$ cat config.mk
export PLATFORM = sky130hd
export DESIGN_NAME = hps_cmd_sequencer
export DESIGN_NICKNAME = d
export VERILOG_FILES = /design/src/rtl/hps_cmd_sequencer.sv
export SDC_FILE = /design/constraint.sdc
export NUM_CORES = 1
export LEC_CHECK = 0
export ABC_CLOCK_PERIOD_IN_PS = 2310
export CORE_MARGIN = 5
export CORE_UTILIZATION = 47
export CTS_CLUSTER_SIZE = 40
export DETAILED_ROUTE_END_ITERATION = 8
export PLACE_DENSITY = 0.81
export SLEW_MARGIN = 5
export SYNTH_ARGS = -nofsm -noshare
export SYNTH_HDL_FRONTEND = slang
export SYNTH_SLANG_ARGS = --single-unit
$ cat constraint.sdc
create_clock -name CLOCK -period 2.31 [get_ports CLOCK]
set_input_delay 0.693 -clock CLOCK [delete_from_list [all_inputs] [get_ports CLOCK]]
set_output_delay 0.693 -clock CLOCK [all_outputs]
set_load 0.02 [all_outputs]
$ cat src/rtl/hps_cmd_sequencer.sv
`default_nettype none
// ============================================================================
// Module   : hps_cmd_sequencer
// Purpose  : HPS command front-end; decodes the control word and sequences
//            launch/run/done/ack handshakes to the systolic matrix core.
// Revision : 1.0 - initial release
// ============================================================================
module hps_cmd_sequencer #(
    parameter int         ADDR_WIDTH     = 16,
    parameter int         LEN_WIDTH      = 8,
    parameter logic [3:0] OPCODE_MATMUL  = 4'hA,
    parameter int         TIMEOUT_CYCLES = 4096
) (
    input  logic                  CLOCK,
    input  logic                  RESET_N,
    input  logic [31:0]           control_to_FPGA,
    output logic                  control_to_HPS,
    output logic                  core_start,
    output logic [3:0]            core_opcode,
    output logic [ADDR_WIDTH-1:0] core_base_addr,
    output logic [LEN_WIDTH-1:0]  core_len,
    output logic [7:0]            core_tile,
    input  logic                  core_done,
    output logic [31:0]           cycle_count,
    output logic                  err_flag
);

    typedef enum logic [1:0] {
        S_IDLE   = 2'd0,
        S_LAUNCH = 2'd1,
        S_RUN    = 2'd2,
        S_DONE   = 2'd3
    } state_t;

    localparam logic [31:0] c_TIMEOUT = 32'(TIMEOUT_CYCLES);

    state_t                r_state;
    state_t                w_state_nxt;

    logic [31:0]           r_ctrl_q;
    logic [2:1]            r_ctrl_p;

    logic                  r_hps;
    logic                  r_start;
    logic [3:0]            r_opcode;
    logic [ADDR_WIDTH-1:0] r_base;
    logic [LEN_WIDTH-1:0]  r_len;
    logic [7:0]            r_tile;
    logic [31:0]           r_cycle;
    logic                  r_err;

    logic                  w_hps_nxt;
    logic                  w_start_nxt;
    logic [3:0]            w_opcode_nxt;
    logic [ADDR_WIDTH-1:0] w_base_nxt;
    logic [LEN_WIDTH-1:0]  w_len_nxt;
    logic [7:0]            w_tile_nxt;
    logic [31:0]           w_cycle_nxt;
    logic                  w_err_nxt;

    logic                  w_soft_rst;
    logic                  w_go_rise;
    logic                  w_ack_rise;
    logic [3:0]            w_fld_opcode;
    logic [LEN_WIDTH-1:0]  w_fld_len;
    logic [ADDR_WIDTH-1:0] w_fld_base;
    logic [31:0]           w_cycle_inc;
    logic                  w_unused_rsvd;

    assign w_soft_rst    = r_ctrl_q[0];
    assign w_go_rise     = r_ctrl_q[1] & ~r_ctrl_p[1];
    assign w_ack_rise    = r_ctrl_q[2] & ~r_ctrl_p[2];
    assign w_fld_opcode  = r_ctrl_q[7:4];
    assign w_fld_len     = r_ctrl_q[8 +: LEN_WIDTH];
    assign w_fld_base    = r_ctrl_q[16 +: ADDR_WIDTH];
    assign w_unused_rsvd = r_ctrl_q[3];
    assign w_cycle_inc   = (r_cycle == 32'hFFFF_FFFF) ? r_cycle : r_cycle + 32'd1;

    // Edge-detect pipeline keeps tracking through a soft reset so a held go
    // bit cannot masquerade as a fresh edge afterwards.
    always_ff @(posedge CLOCK) begin
        if (!RESET_N) begin
            r_ctrl_q <= 32'd0;
            r_ctrl_p <= 2'b00;
        end else begin
            r_ctrl_q <= control_to_FPGA;
            r_ctrl_p <= r_ctrl_q[2:1];
        end
    end

    always_ff @(posedge CLOCK) begin
        if (!RESET_N || w_soft_rst) begin
            r_state <= S_IDLE;
        end else begin
            r_state <= w_state_nxt;
        end
    end

    always_comb begin
        w_state_nxt  = r_state;
        w_hps_nxt    = r_hps;
        w_start_nxt  = 1'b0;
        w_opcode_nxt = r_opcode;
        w_base_nxt   = r_base;
        w_len_nxt    = r_len;
        w_tile_nxt   = r_tile;
        w_cycle_nxt  = r_cycle;
        w_err_nxt    = r_err;

        case (r_state)
            S_IDLE: begin
                if (w_go_rise) begin
                    w_opcode_nxt = w_fld_opcode;
                    w_base_nxt   = w_fld_base;
                    w_len_nxt    = w_fld_len;
                    w_tile_nxt   = 8'd0;
                    w_err_nxt    = 1'b0;
                    if (w_fld_opcode == OPCODE_MATMUL) begin
                        w_state_nxt = S_LAUNCH;
                        w_start_nxt = 1'b1;
                        w_cycle_nxt = 32'd1;
                    end else begin
                        w_state_nxt = S_DONE;
                        w_hps_nxt   = 1'b1;
                        w_err_nxt   = 1'b1;
                    end
                end
            end

            S_LAUNCH: begin
                w_state_nxt = S_RUN;
                w_cycle_nxt = w_cycle_inc;
            end

            S_RUN: begin
                // A done arriving on the timeout cycle still counts as success.
                if (core_done) begin
                    w_state_nxt = S_DONE;
                    w_hps_nxt   = 1'b1;
                    w_cycle_nxt = w_cycle_inc;
                end else if (r_cycle == c_TIMEOUT) begin
                    w_state_nxt = S_DONE;
                    w_hps_nxt   = 1'b1;
                    w_err_nxt   = 1'b1;
                end else begin
                    w_cycle_nxt = w_cycle_inc;
                end
            end

            S_DONE: begin
                if (w_ack_rise) begin
                    w_hps_nxt = 1'b0;
                    if (r_ctrl_q[1] && (r_opcode == OPCODE_MATMUL)) begin
                        w_state_nxt = S_LAUNCH;
                        w_start_nxt = 1'b1;
                        w_cycle_nxt = 32'd1;
                        w_err_nxt   = 1'b0;
                        w_base_nxt  = r_base + ADDR_WIDTH'(r_len);
                        w_tile_nxt  = r_tile + 8'd1;
                    end else begin
                        w_state_nxt = S_IDLE;
                    end
                end
            end

            default: begin
                w_state_nxt = S_IDLE;
            end
        endcase
    end

    always_ff @(posedge CLOCK) begin
        if (!RESET_N || w_soft_rst) begin
            r_hps    <= 1'b0;
            r_start  <= 1'b0;
            r_opcode <= 4'd0;
            r_base   <= '0;
            r_len    <= '0;
            r_tile   <= 8'd0;
            r_cycle  <= 32'd0;
            r_err    <= 1'b0;
        end else begin
            r_hps    <= w_hps_nxt;
            r_start  <= w_start_nxt;
            r_opcode <= w_opcode_nxt;
            r_base   <= w_base_nxt;
            r_len    <= w_len_nxt;
            r_tile   <= w_tile_nxt;
            r_cycle  <= w_cycle_nxt;
            r_err    <= w_err_nxt;
        end
    end

    assign control_to_HPS = r_hps;
    assign core_start     = r_start;
    assign core_opcode    = r_opcode;
    assign core_base_addr = r_base;
    assign core_len       = r_len;
    assign core_tile      = r_tile;
    assign cycle_count    = r_cycle;
    assign err_flag       = r_err;

endmodule
`default_nettype wire

==> metrics.md <==
| Metric | Value |
|---|---|
| Critical Setup Path Class | `register to register` |
| Combinational share of power | `32.1%` |
| Cell taking the most area after synthesis | `dfxtp_1` |
| Num CTS Buffers | `9` |
| CP arrival | `2.58 ns` |
| Pwr dens | `704.5 nW/um^2` |
| Via count | `5158` |
| Placed Instances | `857` |
| Highest-count cells in the layout ignoring fill and taps | `clkdlybuf4s50_1 (104), dfxtp_1 (93), nand2_1 (54), a21oi_1 (45), buf_4 (43)` |
| Post-Layout Cell Count | `876` |
| CP max FO | `10` |
| Internal power | `3.180 mW` |
| Ant. Diodes | `0` |
| Worst Tran Pin Value | `0.4876 ns` |
| Clock Tree Root | `clkbuf_8` |
| Setup-failing EPs final | `0` |
| P_leak | `2.497 nW` |
| Tmin final | `2.278 ns` |
| TritonCTS Sinks | `106` |
| VDD IR max | `0.4018 mV` |
| Placed Area | `6615 um^2` |
| CP max stage cell | `or3_4` |
| CP max stage delay | `0.45 ns` |
| Layout cell share with drive strength beyond 1 | `15.63%` |
| Antenna-violating nets left | `0` |
| Buffers on Ports | `104` |
| # H-tree levels | `3` |
| Cell area after layout | `6977 um^2` |
| Area grow syn2layout | `33.08%` |
| Total die area | `13370 um^2` |
| Leading cell type in the layout, fill and taps excluded | `clkdlybuf4s50_1` |
| RSZ-0062 raised after global routing | `yes` |
| DRT iter0 DRCs | `535` |
| Clock tree buffer depth | `2` |
| Post-synth top area share | `40.48%` |
| DR pass1 iterations | `5` |
| Distinct cells, synth | `74` |
| First-pass GRT wire length | `24180 um` |
| Nets@finish | `782` |
| Clock transition at path regs | `0.11 ns` |
| Pin count of the biggest net entering global routing | `34` |
| Synth Flop Type | `dfxtp_1` |
| Required @ worst endpoint | `2.62 ns` |
| Final WL | `14950 um` |
| Number of synthesized register bits | `106` |
| CTS tree | `built` |
| Initial antenna violation count | `0` |
| Placeable core area | `10890 um^2` |
| Die height | `115.6 um` |
| Hold buffers post-CTS | `0` |
| Mapped Area | `5243 um^2` |
| Final Hold Viols | `0` |
| Syn Inst Count | `600` |
| Die Wd | `115.6 um` |
| Grt ovf | `0` |
| Flop pwr share | `42.5%` |
| Ports | `106` |
| Rows | `38` |
| Vias per cell | `5.888` |
| Status | `complete, no violations` |
| Switching share of power | `35.30%` |
| Layout filler cell count | `898` |
| Slew headroom | `67.05%` |
| Number of global-route vias before repair | `5138` |
| EDFF count, synth | `0` |
| Worst skew pair latency | `0.38 ns` |
| Final worst path period share | `98.63%` |
| Final Max Slew Viols | `0` |
| Detailed-route DRC error count | `0` |
| Synth area leaders | `dfxtp_1 (40%), a21oi_1 (4.5%), and2_1 (4.2%), nand2_1 (3.9%), ha_1 (3.6%)` |
| Max-Cap Viols | `0` |
| Crit. End Element | `register` |
| Clock power share | `25.4%` |
| Mean area per synthesized cell | `8.738 um^2` |
| Asr flop ratio synth | `0%` |
| Fin Clk Skew | `0.01714 ns` |
| Final Wtd Congestion | `0.9107` |
| Register area share after synthesis | `40.48%` |
| Fmax | `0.4389 GHz` |
| WL per Instance | `17.07 um` |
| GRT Total Usage | `22.08%` |
| Cell Chain, Critical Path | `inv_1, ha_2, nor4b_2, nand4_1, or3_4, buf_4, nand3_2, nand2_2, buf_6, a21oi_1` |
| Sw Pwr | `1.735 mW` |
| Post-DP HPWL | `10730 um` |
| Synth warn | `0` |
| Syn Nets | `651` |
| Element type at the critical path start | `register` |
| Initial Util | `48.15%` |
| Min-Delay Path Class | `register to register` |
## worst paths after layout
path / cells after the start / to / slack, ns / startpoint
worst max register to register: 10 / cycle_count[22] / 0.03 / cycle_count[1]
worst min register to register: 2 / core_len[7] / 0.43 / r_ctrl_q[15]
worst max-delay path: 10 / cycle_count[22] / 0.03 / cycle_count[1]
worst min-delay path: 2 / core_len[7] / 0.43 / r_ctrl_q[15]
## timing repair
| item | in CTS | in global routing |
|---|---|---|
| endpoints found under the setup margin | 16 | 40 |
| setup buffers | 1 | 1 |
| gates cloned | 0 | 1 |
| hold endpoints to repair | 0 | 0 |
| pin swaps | 1 | 5 |
| gates resized for setup | 5 | 28 |
## state kept, by name, indices dropped and copies added (netlist names)
signal          flops
control_to_HPS      1
core_base_addr     16
core_len            8
core_opcode         4
core_start          1
core_tile           8
cycle_count        32
err_flag            1
r_ctrl_p            2
r_ctrl_q           31
r_state             2
## through the flow
stage	utilization, %	worst slack [ns]	hold WS [ns]	TNS (ns)	total power, mW
6_report	64.08	0.03173	0.4331	0	4.915
5_1_grt	64.08	-0.04113	0.4698	-0.2619	5.165
4_1_cts	63.11	0.04055	0.4363	0	4.876
3_5_place_dp	60.76	-0.2402	0.4257	-5.360	3.625
3_3_place_gp	60.76	-0.1666	0.4222	-4.066	3.574
2_1_floorplan	-	0.01866	0.4174	0	3.035
## final cells by class
class | count | area, um^2 | area share, %
multi-input cells | 444 | 2960 | 42.43
flip-flops and latches | 106 | 2138 | 30.65
repair buffers | 151 | 1409 | 20.19
well taps | 140 | 175.2 | 2.511
clock buffers | 9 | 123.9 | 1.775
clock inverters | 7 | 98.84 | 1.417
inverters | 19 | 71.32 | 1.022
## power by group through the flow
stage / Clock, mW / Sequential, mW / Combinational, mW
final: 1.25 / 2.09 / 1.58
after floorplan: 0 / 2.21 / 0.823
after CTS: 1.27 / 2.08 / 1.53
after detailed placement: 0 / 2.12 / 1.50
after global placement: 0 / 2.12 / 1.45
after global routing: 1.35 / 2.11 / 1.70
## per-layer routing
| layer | GRT usage [%] | wire (um) | part of all wire, % |
|---|---|---|---|
| met5 | 0 | 0 | 0 |
| met4 | 7.038 | 310 | 2.1 |
| met3 | 5.849 | 1237 | 8.3 |
| met2 | 37.42 | 7327 | 49 |
| met1 | 27.50 | 6076 | 41 |
## synthesized netlist by cell type, types with 12 or more instances
master,number
nand3_1,29
nand4_1,19
o21ai_0,24
dfxtp_1,106
a21oi_1,47
clkbuf_1,18
or3_1,18
nor3_1,17
inv_1,18
and2_1,35
ha_1,15
nand2_1,54
nor2_1,38
nor4_1,12
## cells by family (layout without fill, tap and decap cells)
family / Yosys count / after routing / share of synthesized area, %
XOR/XNOR: 16 / 16 / 2.673
multiplexers: 10 / 10 / 1.909
buffers and inverters: 51 / 186 / 4.868
AO/OA/AOI/OAI: 129 / 129 / 16.59
flip-flops: 106 / 106 / 40.48
adder cells (fa/ha/maj): 16 / 16 / 3.962
AND/OR/NAND/NOR: 272 / 273 / 29.52
## critical path, delay by kind of cell, from the launching register on
kind,cells,cell delay [ns]
fa+ha+maj,1,0.20
flops,1,0.33
compound gates,1,0.14
buf+inv,3,0.44
simple gates,5,1.11
No activity file was read; power rests on OpenSTA's default activity.
